## src/rtl/guineveer_mbox_monitor.sv

```systemverilog
// Mailbox console/status monitor: snoops NUM_CH write streams, buffers printable bytes per
// channel and drains them round-robin. Timeout detection is enabled by GUINEVEER_MBOX_TIMEOUT_EN.
module guineveer_mbox_monitor #(
    parameter int                NUM_CH     = 2,
    parameter int                ADDR_W     = 32,
    parameter int                DATA_W     = 64,
    parameter logic [ADDR_W-1:0] MBOX_ADDR  = ADDR_W'(32'h80f8_0000),
    parameter int                FIFO_DEPTH = 16,
    parameter int                CNT_W      = 32,
    parameter int                MAX_CYCLES = 99_000_000,
    localparam int               CH_W       = (NUM_CH > 1) ? $clog2(NUM_CH) : 1
) (
    input  logic                     clk_i,
    input  logic                     rst_i,
    input  logic [NUM_CH-1:0]        wr_valid_i,
    input  logic [NUM_CH*ADDR_W-1:0] wr_addr_i,
    input  logic [NUM_CH*DATA_W-1:0] wr_data_i,
    output logic                     char_valid_o,
    output logic [7:0]               char_data_o,
    output logic [CH_W-1:0]          char_ch_o,
    input  logic                     char_ready_i,
    output logic                     pass_o,
    output logic                     fail_o,
    output logic                     timeout_o,
    output logic                     done_o,
    output logic [NUM_CH-1:0]        overflow_o,
    output logic [CNT_W-1:0]         cycle_cnt_o
);
    localparam int               PTR_W     = $clog2(FIFO_DEPTH);
    localparam logic [PTR_W:0]   PTR_ONE   = (PTR_W+1)'(1);
    localparam logic [PTR_W:0]   WRAP_BIT  = {1'b1, {PTR_W{1'b0}}};
    localparam logic [CNT_W-1:0] CNT_ONE   = CNT_W'(1);
    localparam logic [1:0]       CLS_NONE  = 2'd0;
    localparam logic [1:0]       CLS_PRINT = 2'd1;
    localparam logic [1:0]       CLS_PASS  = 2'd2;
    localparam logic [1:0]       CLS_FAIL  = 2'd3;

    logic [7:0]        mem_q [NUM_CH][FIFO_DEPTH];
    logic [7:0]        mem_d [NUM_CH][FIFO_DEPTH];
    logic [PTR_W:0]    wr_ptr_q [NUM_CH];
    logic [PTR_W:0]    wr_ptr_d [NUM_CH];
    logic [PTR_W:0]    rd_ptr_q [NUM_CH];
    logic [PTR_W:0]    rd_ptr_d [NUM_CH];
    logic [NUM_CH-1:0] overflow_q, overflow_d;
    logic [CH_W-1:0]   rr_q, rr_d, lock_ch_q, lock_ch_d;
    logic              lock_q, lock_d;
    logic              pass_pend_q, pass_pend_d;
    logic              pass_q, pass_d, fail_q, fail_d;
    logic              timeout_q, timeout_d, done_q, done_d;
    logic [CNT_W-1:0]  cnt_q, cnt_d;

    logic [7:0]        byte_s [NUM_CH];
    logic [NUM_CH-1:0] push_s, pop_s, nonempty_s, full_s;
    logic              pass_req_s, fail_req_s, pass_acc_s, pass_fire_s;
    logic              valid_s, fire_s, all_empty_s, cnt_inc_s, timeout_hit_s;
    logic [CH_W-1:0]   sel_s;
    logic              unused_data_s;

    function automatic logic [1:0] classify(input logic [7:0] b);
        logic [1:0] cls;
        if (b == 8'hFF) begin
            cls = CLS_PASS;
        end else if (b == 8'h01) begin
            cls = CLS_FAIL;
        end else if ((b >= 8'h06) && (b <= 8'h7E)) begin
            cls = CLS_PRINT;
        end else begin
            cls = CLS_NONE;
        end
        return cls;
    endfunction

    // First non-empty channel at or after start, wrapping around.
    function automatic logic [CH_W-1:0] rr_pick(input logic [NUM_CH-1:0] ne,
                                                input logic [CH_W-1:0]   start);
        logic [CH_W-1:0] pick;
        logic            found;
        int              idx;
        pick  = start;
        found = 1'b0;
        for (int k = 0; k < NUM_CH; k++) begin
            idx = (int'(start) + k) % NUM_CH;
            if (!found && ne[idx[CH_W-1:0]]) begin
                pick  = CH_W'(idx);
                found = 1'b1;
            end
        end
        return pick;
    endfunction

    assign unused_data_s = ^wr_data_i;

    // Decode mailbox hits; nothing is accepted once a terminal flag is up.
    always_comb begin
        push_s     = '0;
        pass_req_s = 1'b0;
        fail_req_s = 1'b0;
        for (int c = 0; c < NUM_CH; c++) begin
            byte_s[c] = wr_data_i[c*DATA_W +: 8];
            if (wr_valid_i[c] && (wr_addr_i[c*ADDR_W +: ADDR_W] == MBOX_ADDR) && !done_q) begin
                case (classify(byte_s[c]))
                    CLS_PRINT: push_s[c]  = 1'b1;
                    CLS_PASS:  pass_req_s = 1'b1;
                    CLS_FAIL:  fail_req_s = 1'b1;
                    default:   push_s[c]  = 1'b0;
                endcase
            end else begin
                push_s[c] = 1'b0;
            end
        end
    end

    // Occupancy and output selection; a stalled byte keeps its channel until accepted.
    always_comb begin
        nonempty_s = '0;
        full_s     = '0;
        pop_s      = '0;
        for (int c = 0; c < NUM_CH; c++) begin
            nonempty_s[c] = (wr_ptr_q[c] != rd_ptr_q[c]);
            full_s[c]     = (wr_ptr_q[c] == (rd_ptr_q[c] ^ WRAP_BIT));
        end
        valid_s = |nonempty_s;
        if (lock_q) begin
            sel_s = lock_ch_q;
        end else begin
            sel_s = rr_pick(nonempty_s, rr_q);
        end
        fire_s = valid_s && char_ready_i;
        for (int c = 0; c < NUM_CH; c++) begin
            pop_s[c] = fire_s && (sel_s == CH_W'(c));
        end
    end

    // FIFO update; a pop in the same cycle frees the slot for a push into a full FIFO.
    always_comb begin
        mem_d      = mem_q;
        wr_ptr_d   = wr_ptr_q;
        rd_ptr_d   = rd_ptr_q;
        overflow_d = overflow_q;
        for (int c = 0; c < NUM_CH; c++) begin
            if (pop_s[c]) begin
                rd_ptr_d[c] = rd_ptr_q[c] + PTR_ONE;
            end else begin
                rd_ptr_d[c] = rd_ptr_q[c];
            end
            if (push_s[c] && (!full_s[c] || pop_s[c])) begin
                mem_d[c][wr_ptr_q[c][PTR_W-1:0]] = byte_s[c];
                wr_ptr_d[c] = wr_ptr_q[c] + PTR_ONE;
            end else if (push_s[c]) begin
                overflow_d[c] = 1'b1;
            end else begin
                wr_ptr_d[c] = wr_ptr_q[c];
            end
        end
    end

    // Arbiter pointer advances past each granted channel; lock holds a stalled grant.
    always_comb begin
        if (fire_s) begin
            rr_d = (sel_s == CH_W'(NUM_CH - 1)) ? '0 : sel_s + CH_W'(1);
        end else begin
            rr_d = rr_q;
        end
        lock_d    = valid_s && !char_ready_i;
        lock_ch_d = sel_s;
    end

    assign cnt_inc_s = !done_q && (cnt_q != {CNT_W{1'b1}});

`ifdef GUINEVEER_MBOX_TIMEOUT_EN
    localparam logic [CNT_W-1:0] MAX_C = CNT_W'(MAX_CYCLES);
    assign timeout_hit_s = cnt_inc_s && ((cnt_q + CNT_ONE) == MAX_C);
`else
    assign timeout_hit_s = 1'b0;
`endif

    // Terminal flags: fail beats pass, and pass waits until every FIFO has drained.
    always_comb begin
        all_empty_s = 1'b1;
        for (int c = 0; c < NUM_CH; c++) begin
            all_empty_s = all_empty_s && (wr_ptr_d[c] == rd_ptr_d[c]);
        end
        pass_acc_s  = pass_req_s && !fail_req_s;
        pass_fire_s = (pass_pend_q || pass_acc_s) && !fail_req_s && !timeout_hit_s &&
                      !done_q && all_empty_s;
        cnt_d       = cnt_inc_s ? (cnt_q + CNT_ONE) : cnt_q;
        fail_d      = fail_q || fail_req_s;
        pass_d      = pass_q || pass_fire_s;
        timeout_d   = timeout_q || timeout_hit_s;
        done_d      = pass_d || fail_d || timeout_d;
        if (fail_req_s || pass_fire_s || done_q) begin
            pass_pend_d = 1'b0;
        end else if (pass_acc_s) begin
            pass_pend_d = 1'b1;
        end else begin
            pass_pend_d = pass_pend_q;
        end
    end

    // Control state; reset discards buffered bytes and every flag.
    always_ff @(posedge clk_i) begin
        if (rst_i) begin
            for (int c = 0; c < NUM_CH; c++) begin
                wr_ptr_q[c] <= '0;
                rd_ptr_q[c] <= '0;
            end
            overflow_q  <= '0;
            rr_q        <= '0;
            lock_q      <= 1'b0;
            lock_ch_q   <= '0;
            pass_pend_q <= 1'b0;
            pass_q      <= 1'b0;
            fail_q      <= 1'b0;
            timeout_q   <= 1'b0;
            done_q      <= 1'b0;
            cnt_q       <= '0;
        end else begin
            wr_ptr_q    <= wr_ptr_d;
            rd_ptr_q    <= rd_ptr_d;
            overflow_q  <= overflow_d;
            rr_q        <= rr_d;
            lock_q      <= lock_d;
            lock_ch_q   <= lock_ch_d;
            pass_pend_q <= pass_pend_d;
            pass_q      <= pass_d;
            fail_q      <= fail_d;
            timeout_q   <= timeout_d;
            done_q      <= done_d;
            cnt_q       <= cnt_d;
        end
    end

    // Byte storage: a slot is only read after it has been written, so it carries no reset.
    always_ff @(posedge clk_i) begin
        mem_q <= mem_d;
    end

    assign char_valid_o = valid_s;
    assign char_data_o  = valid_s ? mem_q[sel_s][rd_ptr_q[sel_s][PTR_W-1:0]] : 8'h00;
    assign char_ch_o    = valid_s ? sel_s : '0;
    assign pass_o       = pass_q;
    assign fail_o       = fail_q;
    assign timeout_o    = timeout_q;
    assign done_o       = done_q;
    assign overflow_o   = overflow_q;
    assign cycle_cnt_o  = cnt_q;

endmodule

```

## config.mk

```make
export PLATFORM = sky130hd
export DESIGN_NAME = guineveer_mbox_monitor
export DESIGN_NICKNAME = d
export VERILOG_FILES = /design/src/rtl/guineveer_mbox_monitor.sv
export SDC_FILE = /design/constraint.sdc
export NUM_CORES = 1
export LEC_CHECK = 0
export BUFFER_PORTS_ARGS = -buffer_cell sky130_fd_sc_hd__buf_2
export CORE_MARGIN = 2
export CORE_UTILIZATION = 51
export DETAILED_ROUTE_END_ITERATION = 16
export GPL_ROUTABILITY_DRIVEN = 0
export HOLD_SLACK_MARGIN = 0.05
export PLACE_DENSITY = 0.78
export SETUP_SLACK_MARGIN = 0.15
export SYNTH_ARGS = -nofsm -noshare
export SYNTH_HDL_FRONTEND = slang
export SYNTH_SLANG_ARGS = --single-unit
```

## constraint.sdc

```tcl
create_clock -name clk_i -period 3.5 [get_ports clk_i]
set_clock_uncertainty 0.1 [all_clocks]
set_input_delay 0.875 -clock clk_i [delete_from_list [all_inputs] [get_ports clk_i]]
set_output_delay 0.875 -clock clk_i [all_outputs]
set_load 0.02 [all_outputs]
```

### After elaboration in Yosys (flattened, before gate mapping)

Cells that the tools add are included.

* add/subtract/negate cells: 7
* $mul: 0
* divide/modulo/power cells: 0
* order comparisons: 12
* eq/ne operators: 19
* shift operators: 0
* mux-type cells: 50
* bitwise gates (word level): 9
* reductions and logical operators: 39

Operators by type and width (number)
* 128-bit 2-to-1 mux: 3
* 128-bit bitwise mux: 2
* 8-bit demux with 4-bit select: 2
* 32-bit == test (second input constant): 2
* 8-bit 2-to-1 mux: 5
* 32-bit by 1-bit adder with 32-bit output (second input constant): 1
* 8-bit binary-select mux with 4-bit select: 1
* 32-bit != test (second input constant): 1
* 1-bit 2-to-1 mux: 24
* 1-bit logical AND: 21
* 5-bit by 1-bit adder with 5-bit output (second input constant): 4
* 5-bit == test: 4
* 5-bit 2-to-1 mux: 4
* 8-bit by 1-bit == test with 1-bit output (second input constant): 2
* 8-bit == test (second input constant): 2
* 8-bit by 3-bit >= comparator with 1-bit output (second input constant): 2
* 8-bit by 7-bit less-or-equal comparator with 1-bit output (second input constant): 2
* 5-bit >= comparator (second input constant): 3
* 4-bit inverter with 5-bit output: 3
* 2-bit 2-to-1 mux: 6
* 4-bit 2-to-1 mux: 3
* 5-bit by 1-bit less-than comparator with 1-bit output (second input constant): 2
* 5-bit != test: 2
* 2-bit == test (second input constant): 4
* 10 further kinds: 31

* register bits after elaboration: 317
* latch bits: 0
* memory bits (writable): 0
* ROM bits: 0
* input bits: 197
* output and inout port bits: 48
* word-level logic and storage cells: 182
* memories: 0

### Depth between registers and ports, before layout

* depth after elaboration: 20
* gate-level depth with buffers: 12
* mapped depth without buffers: 11

### Worst setup path after synthesis

Ideal clock, no wire load.

* path type: reg-to-output
* start: register wr_ptr_q[5] (netlist bit)
* end: output char_data_o[4]
* arrival: 3172 ps
* data required time: 2525 ps
* slack: -647 ps
* cell stages (with the launch flop): 11
* buffers on the path: 2
* path through: dfxtp_1 -> buf_6 -> xor2_4 -> nor4_1 -> o211ai_1 -> nand3_2 -> mux2_2 -> clkbuf_1 -> a31oi_1 -> a31oi_1 -> nor4_1

* longest elaborated chain between the ends: 18
* elaborated cells on any way between the ends: 24
* classes of those cells: eq/ne (1); mux (18); bitwise (2); reduce/logical (3)

RTL lines
* start: declaration: RTL line 40 `logic [PTR_W:0] wr_ptr_q [NUM_CH];`
* start signal: assignment: RTL line 218 `wr_ptr_q <= wr_ptr_d;`
* 5-bit != test (*): RTL line 119 `nonempty_s[c] = (wr_ptr_q[c] != rd_ptr_q[c]);`
* 1-bit 2-to-1 mux (implied by the code) (2 in series): RTL line 83 `if (!found && ne[idx[CH_W-1:0]]) begin`
* 1-bit 2-to-1 mux: RTL line 83
* 1-bit 2-to-1 mux: RTL line 123 `if (lock_q) begin`
* 1-bit zero test: RTL line 83
* 1-bit logical AND: RTL line 83
* 1-bit 2-to-1 mux: RTL line 83
* 1-bit 2-to-1 mux: RTL line 123
* 1-bit inverter with 2-bit output (implied by the code): RTL line 239 `assign char_data_o = valid_s ? mem_q[sel_s][rd_ptr_q[sel_s][PTR_W-1:0]] : 8'h00;`
* 4-bit 2-to-1 mux (implied by the code) (3 in series): RTL line 239
* 4-bit inverter with 5-bit output (implied by the code): RTL line 239
* 8-bit binary-select mux with 4-bit select: RTL line 239
* 8-bit 2-to-1 mux (implied by the code) (2 in series): RTL line 239
* 8-bit 2-to-1 mux (*): RTL line 239
* end: declaration: RTL line 19 `output logic [7:0] char_data_o,`

Mark *: on every way between the ends. The rest lies on a longest branch, timed or not. The select of a mux whose other input is x is not followed.

### Worst setup path in the final report

* start: register rd_ptr_q[8] (netlist bit)
* end: output char_data_o[4]

* longest elaborated chain between the ends: 18
* elaborated cells on any way between the ends: 24
* classes of those cells: eq/ne (1); mux (18); bitwise (2); reduce/logical (3)

RTL lines
* start: declaration: RTL line 42 `logic [PTR_W:0] rd_ptr_q [NUM_CH];`
* start signal: assignment: RTL line 219 `rd_ptr_q <= rd_ptr_d;`
* 5-bit != test: RTL line 119
* 1-bit 2-to-1 mux (implied by the code) (2 in series): RTL line 83
* 1-bit 2-to-1 mux: RTL line 83
* 1-bit 2-to-1 mux: RTL line 123
* 1-bit zero test: RTL line 83
* 1-bit logical AND: RTL line 83
* 1-bit 2-to-1 mux: RTL line 83
* 1-bit 2-to-1 mux: RTL line 123
* 1-bit inverter with 2-bit output (implied by the code): RTL line 239
* 4-bit 2-to-1 mux (implied by the code) (3 in series): RTL line 239
* 4-bit inverter with 5-bit output (implied by the code): RTL line 239
* 8-bit binary-select mux with 4-bit select: RTL line 239
* 8-bit 2-to-1 mux (implied by the code) (2 in series): RTL line 239
* 8-bit 2-to-1 mux (*): RTL line 239

Marks and branches as above.

==> results <==
- The vertical extent of the die is 172 microns.
- The detailed-placement wirelength estimate is 26.0 mm.
- The setup path with the least slack is of type reg -> out.
- The clock transition time at the flip-flop clock pins of the worst setup and hold paths is 0.06 ns.
- The first routing iteration left 1082 violations.
- For this run, global-route usage on met2 was measured as 47.5%.
- The core area is 0.0278 sq mm.
- For the final routed database, the setup TNS stands at -9.23 ns.
- The number of nets handed over by synthesis was 1334.
- The sequential share of the synthesized area is 61.8%.
- Pin placement for this block handled 245 I/O pins.
- The flow ran to the end, but the final reports show violations.
- Entering global routing, the biggest net connects 83 pins.
- The path depth of the worst reg2reg path is 22.
- The pre-antenna-repair detailed-routing pass consisted of 5 iterations.
- The library cells used most frequently in the layout, excluding fill and tap cells, are sky130_fd_sc_hd__edfxtp_1 (256), sky130_fd_sc_hd__buf_4 (162), sky130_fd_sc_hd__buf_2 (121), sky130_fd_sc_hd__nor2_1 (93), sky130_fd_sc_hd__mux2i_1 (61).
- The register-to-register path setup slack is -0.23 ns.
- Counting distinct cell types in the post-synthesis netlist gives 80.
- By area the synthesized netlist is led by sky130_fd_sc_hd__edfxtp_1 (53%), sky130_fd_sc_hd__dfxtp_1 (8.5%), sky130_fd_sc_hd__mux2i_1 (4.4%).
- The library cell used most frequently in the layout, excluding fill and tap cells, is sky130_fd_sc_hd__edfxtp_1.
- The filler cell count in the final layout is 1940.
- The count of vias placed by the detailed router is 11000.
- STA classifies the critical path startpoint as a flip-flop.
- The number of global-route vias before repair is 10800.
- The period utilization is 128%.
- The first global-routing pass estimated 60.7 mm of wire.
- In this run the worst path has a maximum fanout of 6.
- The startpoint identified for the worst hold timing path is overflow_o[1].
- The count of clock tree sinks is 317.
- The design draws 0.00740 W.
- The most frequently used flop master after synthesis is sky130_fd_sc_hd__edfxtp_1.
- The final critical delay including setup and external delays is 4.49 ns.
- Static timing analysis puts the maximum clock frequency at 0.223 GHz.
- Synthesis produced a netlist whose cell count is 1126.
- The type of the tightest min-delay check is reg -> reg.
- For this design the ratio of total power to cell area is 396 mW/mm^2.
- The number of placed cells counting well taps is 1718.
- The worst setup path is captured at an output port.
- The setup slack of the critical path after layout is -0.994 ns.
- The worst register-to-register path begins at rd_ptr_q[3].
- The clock tree from TritonCTS is done.
- The number of failing hold endpoints at the final stage is 0.
- The number of buffer cells added on primary ports is 131.
- Across the run, the number of max-cap violations was 0.
- The analysis attributes to cell leakage a power of 6.44 nW.
- The maximum vdd drop is 381 uV.
- The async set-reset flop share out of synthesis is 0%.
- The maximum count of clock buffers along a single path is 3.
- The non-filler instance count after layout is 1819.
- The count of hold buffers inserted by post-cts repair is 0.
- The number of buffers added by the clock tree synthesis step is 31.
- The average instance area after synthesis is 12.8 sq um.
- The post-route netlist has 35.0% of its cells at a drive strength greater than 1.
- The number of antenna repair diodes is 0.
- The mapped netlist covers 0.0144 sq mm.
- Counting flops and latches in the post-synthesis netlist gives 317.
- Summed over its instances, the top area cell type makes up 53.4% of the synthesized netlist area.
- The floorplan die area is 0.0296 sq mm.
- The most heavily used metal layer in global routing is met2.
- The final max-slew violation count is 0.
- The die is 172 microns wide.
- The number of enable-type register cells in the synthesized netlist is 256.
- Dividing the detail-routed via count by the number of cells gives 6.06.
- At the end of the flow, the number of nets in the layout was 1626.
- The met1 usage in global routing is 33.6%.
- The area used by multi-input combinational logic is 0.00592 sq mm.
- For this run the aggregate overflow at the end of global routing stands at 0.
- For this configuration, the core starts out at a cell density of 51.8%.
- The data required time at the worst endpoint is 2.52 ns.
- The count of synthesis-stage warnings from yosys is 0.
- The level count of the clock H-tree is 1.
- Setup violations remaining at the end of the flow were counted as 13.
- The initialized floorplan defines 61 standard-cell rows.
- The endpoint of the worst hold-timing path is overflow_o[1].
- The post-detailed-route DRC marker count is 0.
- Data on the critical path arrives at its endpoint at 3.52 ns.
- For the pin with the worst max-slew slack, the measured transition is 1.19 ns.
- The clock latency reported for the late side of the worst-skew pair is 0.57 ns.
- The endpoint identified for the worst register-to-register timing path is pass_pend_q.
- The top cell type by total area after synthesis is sky130_fd_sc_hd__edfxtp_1.
- In this run the cell area measured after placement is 0.0166 sq mm.
- The worst pin sits at a relative slew slack of 20.2%.
- The count of cells along the worst hold path is 2.
- From synthesis to final layout, the design area changed by 29.9%.
- The area of all placed cells without fillers is 0.0187 sq mm.
- The met3 track demand over resource is 4.69%.
- The library cell used as clock root buffer is sky130_fd_sc_hd__clkbuf_16.
- The global router's overall resource usage is 27.5%.
- Prior to clock tree synthesis, the placed netlist has a worst setup slack of -0.439 ns.
- The routed length per placed instance is 22.5 microns.
- The number of antenna violations at the first check in global routing came to 1.
- The routed wire length is 41.0 mm.
- The checks that failed: negative setup slack.
- The count of nets left with antenna violations once routing finished came out at 0.
- The sequential standard cell area is 0.00894 sq mm.
- Setup repair after global routing could not meet its margin everywhere.
sequential cells by signal, indices dropped and copies added, names as in the netlist:
register and flops:
pass_pend_q 1, cycle_cnt_o 32, rd_ptr_q 10, wr_ptr_q 10
done_o 1, mem_q 256, rr_q 1, lock_ch_q 1
overflow_o 2, lock_q 1, pass_o 1, fail_o 1
layer usage:
metal  wire (microns)  vias up  share of wire [%]
met3             3220      125                7.8
met2            20200      548                 49
met1            15500     5430                 38
met5                0        -                  0
li1                 -     4923                  -
met4             2100        0                5.1
area by class of cell:
class	count	share of cell area (%)
flip-flops and latches	317	47.8
multi-input cells	737	31.7
repair buffers	321	12.7
clock buffers	46	4.74
well taps	378	2.53
clock inverters	10	0.341
inverters	10	0.201
what timing repair did:
action | CTS | global route
resized for setup | 92 | 53
buffers inserted | 29 | 10
pin swaps | 24 | 27
setup endpoints to repair | 11 | 21
cloned | 6 | 0
stage by stage:
step / util (%) / hold WS [ns]
after floorplan: - / 0.367
after global placement: 59.9 / 0.351
after detailed placement: 59.9 / 0.368
after CTS: 66.1 / 0.385
after global routing: 67.3 / 0.403
final: 67.3 / 0.376
worst max path at each step:
stage,startpoint,end,slack (ns),cells past startpoint
5_1_grt,rd_ptr_q[8],char_data_o[4],-1.07,14
6_report,rd_ptr_q[8],char_data_o[4],-0.99,11
4_1_cts,wr_ptr_q[5],char_data_o[4],-0.86,11
3_3_place_gp,wr_ptr_q[8],char_data_o[5],-0.31,10
2_1_floorplan,rd_ptr_q[0],char_data_o[0],-0.06,11
3_5_place_dp,wr_ptr_q[8],char_data_o[7],-0.44,11
power breakdown:
part / switching (W) / internal [W] / total [W]
clock network: 0.00140 / 0.00175 / 0.00314
registers: 0.00000336 / 0.00406 / 0.00407
logic: 0.000121 / 0.0000735 / 0.000194
worst max-delay path: stages, from the launching register on:
cell and delay [ns]:
sky130_fd_sc_hd__dfxtp_2 0.39, sky130_fd_sc_hd__xor2_4 0.19, sky130_fd_sc_hd__nor4_4 0.08, sky130_fd_sc_hd__buf_4 0.16, sky130_fd_sc_hd__a32oi_4 0.36, sky130_fd_sc_hd__nand3_4 0.22
sky130_fd_sc_hd__mux2_4 0.40, sky130_fd_sc_hd__buf_12 0.15, sky130_fd_sc_hd__mux4_2 0.29, sky130_fd_sc_hd__o22ai_2 0.11, sky130_fd_sc_hd__nor4_4 0.36, sky130_fd_sc_hd__buf_4 0.22
Yosys cell counts, drive strengths merged, types with 31 or more instances:
library cell  instances
a211oi               81
a21oi                48
clkbuf               41
dfxtp                61
edfxtp              256
mux2i                63
nand2                61
nand3                34
nor2                 98
nor2b                50
nor3                 31
xnor2                32
cell families after synthesis:
kind of cell	share of synthesized area (%)
and+or+nand+nor	14.1
DFF	61.8
AOI/OAI and AO/OA	10.5
muxes	6.49
buffers and inverters	2.35
xor gates and xnor gates	3.74
adders and majority gates	0.956
other	0.0260
Power figures use the tool's default switching activity.
